--- src/rtl/ray_result_collector_pkg.sv ---
// Shared types and limits for the ray result collector.
// Used by the core/framebuffer interface and the collector itself.
package ray_result_collector_pkg;

  localparam int RC_MAX_CORES = 16;
  localparam int RC_CNT_W     = 32;
  localparam int RC_DATA_W    = 64;

  typedef logic [RC_DATA_W-1:0] pixel_result_t;

  function automatic int rc_core_w(int n);
    return (n > 1) ? $clog2(n) : 1;
  endfunction

endpackage

--- src/rtl/ray_result_collector_if.sv ---
// Ray-core result inputs and framebuffer output stream.
// slave is the collector side, master the cores/framebuffer side.
interface ray_result_collector_if
  import ray_result_collector_pkg::*;
#(
  parameter int NUM_CORES = 4,
  parameter int DATA_W    = RC_DATA_W
);

  localparam int CORE_W = rc_core_w(NUM_CORES);

  logic [NUM_CORES-1:0]        in_valid;
  logic [NUM_CORES*DATA_W-1:0] in_data;
  logic [NUM_CORES-1:0]        fifo_full;
  logic                        out_valid;
  logic                        out_ready;
  logic [DATA_W-1:0]           out_data;
  logic [CORE_W-1:0]           out_core;

  modport slave (
    input  in_valid, in_data, out_ready,
    output fifo_full, out_valid, out_data, out_core
  );

  modport master (
    output in_valid, in_data, out_ready,
    input  fifo_full, out_valid, out_data, out_core
  );

endinterface

--- src/rtl/ray_result_collector_fifo.sv ---
// Per-core result buffer: synchronous FIFO with occupancy count.
// Writes to a full FIFO and reads from an empty one are ignored.
module result_fifo #(
  parameter int DEPTH = 4,
  parameter int WIDTH = 64
) (
  input  logic                   clk,
  input  logic                   resetn,
  input  logic                   push,
  input  logic                   pop,
  input  logic [WIDTH-1:0]       din,
  output logic [WIDTH-1:0]       dout,
  output logic [$clog2(DEPTH):0] count
);

  localparam int AW = $clog2(DEPTH);
  localparam int CW = AW + 1;

  logic [WIDTH-1:0] mem [DEPTH];
  logic [AW-1:0]    wr_ptr;
  logic [AW-1:0]    rd_ptr;
  logic             wr;
  logic             rd;

  assign wr   = push && (count != CW'(DEPTH));
  assign rd   = pop && (count != '0);
  assign dout = mem[rd_ptr];

  always_ff @(posedge clk or negedge resetn) begin
    if (!resetn) begin
      wr_ptr <= '0;
      rd_ptr <= '0;
      count  <= '0;
    end else begin
      if (wr) wr_ptr <= wr_ptr + AW'(1);
      if (rd) rd_ptr <= rd_ptr + AW'(1);
      unique case ({wr, rd})
        2'b10:   count <= count + CW'(1);
        2'b01:   count <= count - CW'(1);
        default: count <= count;
      endcase
    end
  end

  always_ff @(posedge clk) begin
    if (wr) mem[wr_ptr] <= din;
  end

endmodule

--- src/rtl/ray_result_collector.sv ---
// Multi-core shaded-pixel collector: per-core FIFOs, round-robin
// merge onto one stream, pixel counters and frame-done flag.
module ray_result_collector
  import ray_result_collector_pkg::*;
#(
  parameter int NUM_CORES  = 4,
  parameter int DATA_W     = RC_DATA_W,
  parameter int FIFO_DEPTH = 4,
  parameter int CNT_W      = RC_CNT_W
) (
  input  logic                       clk,
  input  logic                       resetn,
  ray_result_collector_if.slave      bus,
  input  logic                       reset_pixel_counter,
  input  logic [CNT_W-1:0]           frame_pixels,
  output logic [NUM_CORES-1:0]       overflow,
  output logic [CNT_W-1:0]           pixel_counter,
  output logic [NUM_CORES*CNT_W-1:0] core_pixel_counter,
  output logic                       frame_done
);

  localparam int CORE_W = rc_core_w(NUM_CORES);
  localparam int FCW    = $clog2(FIFO_DEPTH) + 1;

  logic [FCW-1:0]       cnt  [NUM_CORES];
  logic [DATA_W-1:0]    dout [NUM_CORES];
  logic [CNT_W-1:0]     core_cnt [NUM_CORES];
  logic [NUM_CORES-1:0] push;
  logic [NUM_CORES-1:0] pop;
  logic [NUM_CORES-1:0] drop;
  logic [NUM_CORES-1:0] busy;
  logic [NUM_CORES-1:0] full;

  logic [CORE_W-1:0] rr_ptr;
  logic [CORE_W-1:0] gnt_idx;
  logic [CORE_W-1:0] scan;
  logic              gnt_valid;
  logic              load;
  logic              xfer;

  logic              out_valid_q;
  logic [DATA_W-1:0] out_data_q;
  logic [CORE_W-1:0] out_core_q;

  for (genvar i = 0; i < NUM_CORES; i++) begin : g_core
    assign busy[i] = cnt[i] != '0;
    assign push[i] = bus.in_valid[i] && (cnt[i] != FCW'(FIFO_DEPTH));
    assign drop[i] = bus.in_valid[i] && (cnt[i] == FCW'(FIFO_DEPTH));
    assign full[i] = cnt[i] >= FCW'(FIFO_DEPTH - 1);
    assign pop[i]  = load && gnt_valid && (gnt_idx == CORE_W'(i));
    assign core_pixel_counter[i*CNT_W +: CNT_W] = core_cnt[i];

    result_fifo #(
      .DEPTH (FIFO_DEPTH),
      .WIDTH (DATA_W)
    ) u_fifo (
      .clk    (clk),
      .resetn (resetn),
      .push   (push[i]),
      .pop    (pop[i]),
      .din    (bus.in_data[i*DATA_W +: DATA_W]),
      .dout   (dout[i]),
      .count  (cnt[i])
    );
  end

  assign load          = !out_valid_q || bus.out_ready;
  assign xfer          = out_valid_q && bus.out_ready;
  assign bus.fifo_full = full;
  assign bus.out_valid = out_valid_q;
  assign bus.out_data  = out_data_q;
  assign bus.out_core  = out_core_q;

  // search starts just past the last grant, wrapping
  always_comb begin
    gnt_valid = 1'b0;
    gnt_idx   = '0;
    scan      = '0;
    for (int k = 1; k <= NUM_CORES; k++) begin
      scan = CORE_W'((int'(rr_ptr) + k) % NUM_CORES);
      if (!gnt_valid && busy[scan]) begin
        gnt_valid = 1'b1;
        gnt_idx   = scan;
      end
    end
  end

  always_ff @(posedge clk or negedge resetn) begin
    if (!resetn) begin
      out_valid_q <= 1'b0;
      out_data_q  <= '0;
      out_core_q  <= '0;
      rr_ptr      <= CORE_W'(NUM_CORES - 1);
    end else if (load) begin
      out_valid_q <= gnt_valid;
      if (gnt_valid) begin
        out_data_q <= dout[gnt_idx];
        out_core_q <= gnt_idx;
        rr_ptr     <= gnt_idx;
      end
    end
  end

  always_ff @(posedge clk or negedge resetn) begin
    if (!resetn) begin
      pixel_counter <= '0;
      frame_done    <= 1'b0;
      overflow      <= '0;
      for (int i = 0; i < NUM_CORES; i++) core_cnt[i] <= '0;
    end else if (reset_pixel_counter) begin
      pixel_counter <= '0;
      frame_done    <= 1'b0;
      overflow      <= '0;
      for (int i = 0; i < NUM_CORES; i++) core_cnt[i] <= '0;
    end else begin
      overflow <= overflow | drop;
      if (xfer) begin
        pixel_counter <= pixel_counter + CNT_W'(1);
        core_cnt[out_core_q] <= core_cnt[out_core_q] + CNT_W'(1);
        if ((frame_pixels != '0) &&
            (pixel_counter + CNT_W'(1) == frame_pixels))
          frame_done <= 1'b1;
      end
    end
  end

endmodule

--- src/flat_wrapper.sv ---
// flat-port wrapper written by rule: the top's interface ports become plain ports
module ray_result_collector_flat import ray_result_collector_pkg::*;
#(
  parameter int NUM_CORES  = 4,
  parameter int DATA_W     = RC_DATA_W,
  parameter int FIFO_DEPTH = 4,
  parameter int CNT_W      = RC_CNT_W
)
  (clk, resetn, reset_pixel_counter, frame_pixels, overflow, pixel_counter, core_pixel_counter, frame_done, bus_in_valid, bus_in_data, bus_out_ready, bus_fifo_full, bus_out_valid, bus_out_data, bus_out_core);
  ray_result_collector_if #(.NUM_CORES(NUM_CORES), .DATA_W(DATA_W)) bus_i ();
  input  logic clk;
  input  logic resetn;
  input  logic reset_pixel_counter;
  input  logic [CNT_W-1:0] frame_pixels;
  output logic [NUM_CORES-1:0] overflow;
  output logic [CNT_W-1:0] pixel_counter;
  output logic [NUM_CORES*CNT_W-1:0] core_pixel_counter;
  output logic frame_done;
  input wire logic [$bits(bus_i.in_valid)-1:0] bus_in_valid;
  input wire logic [$bits(bus_i.in_data)-1:0] bus_in_data;
  input wire logic [$bits(bus_i.out_ready)-1:0] bus_out_ready;
  output wire logic [$bits(bus_i.fifo_full)-1:0] bus_fifo_full;
  output wire logic [$bits(bus_i.out_valid)-1:0] bus_out_valid;
  output wire logic [$bits(bus_i.out_data)-1:0] bus_out_data;
  output wire logic [$bits(bus_i.out_core)-1:0] bus_out_core;
  assign bus_i.in_valid = bus_in_valid;
  assign bus_i.in_data = bus_in_data;
  assign bus_i.out_ready = bus_out_ready;
  assign bus_fifo_full = bus_i.fifo_full;
  assign bus_out_valid = bus_i.out_valid;
  assign bus_out_data = bus_i.out_data;
  assign bus_out_core = bus_i.out_core;
  ray_result_collector #(.NUM_CORES(NUM_CORES), .DATA_W(DATA_W), .FIFO_DEPTH(FIFO_DEPTH), .CNT_W(CNT_W)) u_core (.clk(clk), .resetn(resetn), .bus(bus_i), .reset_pixel_counter(reset_pixel_counter), .frame_pixels(frame_pixels), .overflow(overflow), .pixel_counter(pixel_counter), .core_pixel_counter(core_pixel_counter), .frame_done(frame_done));
endmodule
--- config.mk ---
export PLATFORM = sky130hd
export DESIGN_NAME = ray_result_collector_flat
export DESIGN_NICKNAME = d
export VERILOG_FILES = /design/src/rtl/ray_result_collector_pkg.sv /design/src/rtl/ray_result_collector_if.sv /design/src/rtl/ray_result_collector_fifo.sv /design/src/rtl/ray_result_collector.sv /design/src/flat_wrapper.sv
export SDC_FILE = /design/constraint.sdc
export NUM_CORES = 1
export LEC_CHECK = 0
export BUFFER_PORTS_ARGS = -buffer_cell sky130_fd_sc_hd__buf_2
export CAP_MARGIN = 10
export CORE_ASPECT_RATIO = 0.5
export CORE_MARGIN = 8
export CORE_UTILIZATION = 40
export DETAILED_ROUTE_END_ITERATION = 12
export PLACE_DENSITY = 0.7
export SYNTH_ARGS = -nofsm -noshare
export SYNTH_HDL_FRONTEND = slang
export SYNTH_SLANG_ARGS = --single-unit
--- constraint.sdc ---
create_clock -name clk -period 5.7 [get_ports clk]
set_input_delay 0.285 -clock clk [delete_from_list [all_inputs] [get_ports clk]]
set_output_delay 0.285 -clock clk [all_outputs]
set_load 0.01 [all_outputs]
==> results <==
- The cell with the biggest individual delay on the critical path is sky130_fd_sc_hd__a221o_4.
- The worst setup path endpoint is u_core.g_core[3].u_fifo.count[2].
- Clock latency on the worst-skew pair, taken at its later pin, is 0.74 ns.
- The first global-routing pass estimated 215,000 um of wire.
- The largest incremental delay on the critical path is 0.84 ns.
- The minimum period implied by the final worst setup slack is 4.26 ns.
- The final critical-path setup slack is 1.44 ns.
- The total power divided by cell area is 486 mW/mm^2.
- The total power draw is 30.5 mW.
- The number of buffers inserted by port buffering is 531.
- The number of cells in the design after placement is 5,117.
- Dividing the final minimum period by the clock period gives 0.747.
- In this run the critical register-to-register path is captured at u_core.g_core[3].u_fifo.count[2].
- The final-report setup violation count is 0.
- sky130_fd_sc_hd__edfxtp_1 takes more of the synthesized area than any other cell.
- By startpoint and endpoint, the worst setup path is classified as flop to flop.
- The pin count of the biggest net entering global routing is 162.
- Based on the critical path, the design can be clocked at up to 235 MHz.
- In the final layout, the share of cells above drive strength 1 is 0.276.
- In this run the critical register-to-register path is launched from u_core.g_core[1].u_fifo.count[1].
- The cell at the root of the clock tree is sky130_fd_sc_hd__clkbuf_16.
- By instance count, the cell type seen most on the critical path is sky130_fd_sc_hd__xor2_1.
- For the final database, setup skew stands at 0.0482 ns.
- Across the VDD grid, the largest voltage drop is 0.000630 V.
- The most used standard cell by instance count after synthesis is sky130_fd_sc_hd__edfxtp_1.
- STA classifies the critical path endpoint as a flop.
- In the routed design, unresolved DRC markers number 0.
- The post-synth net total is 3,325.
- The post-layout net count is 4,103.
- The signal on the critical path passes through nor3_1, nand2_1, a22o_1, a221o_4, nor4b_2, ha_1, inv_1, fa_1, xor2_1, nor2_1, xor2_1.
- The mean cell area of the mapped netlist is 17.2 um^2.
- The area added between synthesis and finish is 21.3%.
- The count of final hold-check violations is 0.
- Data arrives at the worst endpoint at 4.88 ns.
- The via count of the first global-routing pass came to 31,910.
- By area the synthesized netlist is led by sky130_fd_sc_hd__edfxtp_1, sky130_fd_sc_hd__dfrtp_1, sky130_fd_sc_hd__mux4_2.
- The most critical setup path has its startpoint at u_core.g_core[1].u_fifo.count[1].
- The detailed-route via count is 31,029.
- Of the synthesized area, sequential elements account for 0.721.
- Counting every sink on the clock net gives 1,286.
- The via density per instance is 5.53.
- The maximum buffer depth of the clock tree is 3.
- The number of clock buffers inserted by TritonCTS is 111.
- Adding up every negative setup slack in the final design gives 0 ns.
- The placed instances occupy a cell area of 0.0564 mm^2.
- The most used flip-flop cell after synthesis is sky130_fd_sc_hd__edfxtp_1.
- The detailed router's first-iteration violation count is 3,303.
- The first detailed-routing pass took 5 iterations.
- The worst hold-check path type is input pin to asynchronous set/reset pin.
- The number of rows in the core area is 93.
- The number of buffers inserted for hold repair after clock tree synthesis is 261.
- Summing all non-filler instances in the final layout gives an area of 0.0628 mm^2.
- Headroom to the max-slew limit came out at 0.180.
- The initial antenna violation count is 33.
- Ranked by instance count, the synthesized netlist is headed by sky130_fd_sc_hd__edfxtp_1, sky130_fd_sc_hd__nand2_1, sky130_fd_sc_hd__mux4_2, sky130_fd_sc_hd__dfrtp_1.
- The worst reg-to-reg path cell count is 11.
- Once the clock tree was built, the setup fixing pass inserted 0 buffers.
- The detail route stage leaves a number of antenna-violating nets equal to 0.
- The die covers 0.142 mm^2.
- The final instance count without filler cells is 5,615.
- Yosys mapped a number of flops with a built-in enable equal to 1,024.
- The vertical die dimension is 270 um.
- Data on the critical path is required at its endpoint by 6.33 ns.
- The run finished with clean final reports.
- For this configuration, the core starts out at a cell density of 0.402.
- The leakage power is 22.8 nW.
- The total routing resource utilization after global routing is 0.201.
- After detailed routing, the total wire length is 147,000 um.
- Synthesis produced a netlist whose cell count is 3,003.
- Clock-pin slew was measured on the worst setup and hold paths at 0.07 ns.
- The final max-slew violation count is 0.
- The H-tree was split into 3 levels.
- Counting distinct cell types in the post-synthesis netlist gives 60.
- Of all flip-flops after synthesis, the portion carrying an async set or reset was 0.204.
- The mean routed wirelength per cell is 26.1 um.
- The core region is 0.129 mm^2.
- The cell area after technology mapping is 0.0517 mm^2.
- The synthesized flop and latch total is 1,286.
- The tool flagged a number of max-cap violations equal to 0.
- TritonCTS built the clock tree.
- The worst setup timing slack at the placement stage is 1.52 ns.
- The congestion estimate from routability-driven global placement came to 0.882.
- Setup repair after global routing left no endpoint under its margin.
- Summed over all layers, the global routing overflow is 0.
- Of all nets on the critical path, the largest fanout is 71.
- At the pin with the least slew margin, the transition time is 1.23 ns.
- The count of yosys warnings during synthesis is 0.
- The die width is 525 um.
- The proportion of netlist area held by the largest area contributor is 0.594.
- The reg-to-reg setup timing slack is 1.44 ns.
- Once detailed placement completed, the half-perimeter wirelength came to 94,000 um.
- The startpoint class of the critical path is a flop.
- 532 I/O pins were placed.
- The post-cts resize count is 0.
-- layout by cell type (no fill, tap or decap), drive strengths merged, types with 28 or more instances in the layout --
cell and instances:
edfxtp 1024, clkbuf 156, xnor2 78, nand2 365, nand4 31, a211oi 64
inv 36, xor2 46, o21ai 138, buf 574, clkinv 38, mux4 287
nand3 28, dfrtp 260, and2 86, and3 71, nor2 91, o31ai 66
dlygate4sd3 261
-- critical path, delay by kind of cell (launching register included) --
family          cells  cell delay [ns]
simple gates        4             1.55
compound gates      2             1.13
fa+ha+maj           2             0.64
flops               1             0.42
xor+xnor            2             0.31
buf+inv             1             0.06
-- state kept, by name, summed over array words and instances (netlist names) --
name,cells
u_core.g_core.u_fifo.mem,1024
u_core.core_pixel_counter,128
u_core.g_core.u_fifo.count,12
u_core.g_core.u_fifo.rd_ptr,8
u_core.bus.out_valid,1
u_core.overflow,4
u_core.frame_done,1
u_core.pixel_counter,32
u_core.rr_ptr,2
u_core.g_core.u_fifo.wr_ptr,8
u_core.bus.out_data,64
u_core.bus.out_core,2
-- area by class of cell --
| class | instances | area (um^2) |
|---|---|---|
| Sequential cell | 1286 | 37300 |
| Antenna cell | 26 | 65.1 |
| Fill cell | 10532 | 65800 |
| Clock inverter | 55 | 606 |
| Inverter | 33 | 124 |
| Clock buffer | 156 | 3120 |
| Multi-Input combinational cell | 1514 | 13700 |
| Timing Repair Buffer | 835 | 5650 |
| Tap cell | 1710 | 2140 |
-- how the worst min path moves through the flow --
stage	cells past startpoint	slack, ns	endpoint
2_1_floorplan	0	-0.01	u_core.bus.out_core[0]
3_3_place_gp	1	0.23	u_core.bus.out_data[24]
3_5_place_dp	1	0.24	u_core.bus.out_data[24]
4_1_cts	6	0.008	u_core.frame_done
5_1_grt	2	0.03	u_core.bus.out_data[23]
6_report	2	0.05	u_core.bus.out_data[21]
-- cells by family after synthesis --
| family | count (synthesis) | share of synthesized area |
|---|---|---|
| compound gates | 309 | 0.0377 |
| xor+xnor | 124 | 0.0210 |
| fa+ha+maj | 26 | 0.00687 |
| buf+inv | 203 | 0.0157 |
| flops | 1286 | 0.721 |
| mux | 299 | 0.128 |
| simple gates | 756 | 0.0697 |
-- metrics by stage --
stage,hold slack [ns],util
5_1_grt,0.0252,0.488
2_1_floorplan,-0.0106,-
3_3_place_gp,0.232,0.438
3_5_place_dp,0.237,0.438
4_1_cts,0.00837,0.488
6_report,0.0485,0.488
-- power by group --
| part | total (mW) | leakage, nW | internal (mW) | switching (mW) |
|---|---|---|---|---|
| combinational | 9.38 | 8.13 | 3.82 | 5.56 |
| clock | 7.74 | 1.81 | 4.25 | 3.49 |
| sequential | 13.4 | 12.8 | 12.2 | 1.25 |
| total | 30.5 | 22.8 | 20.2 | 10.3 |
-- layer usage --
metal,share of wire,GRT usage
met1,0.39,0.254
met2,0.51,0.346
met3,0.075,0.0431
met4,0.029,0.0643
met5,0.00040,0
No activity file was read; power rests on OpenSTA's default activity.
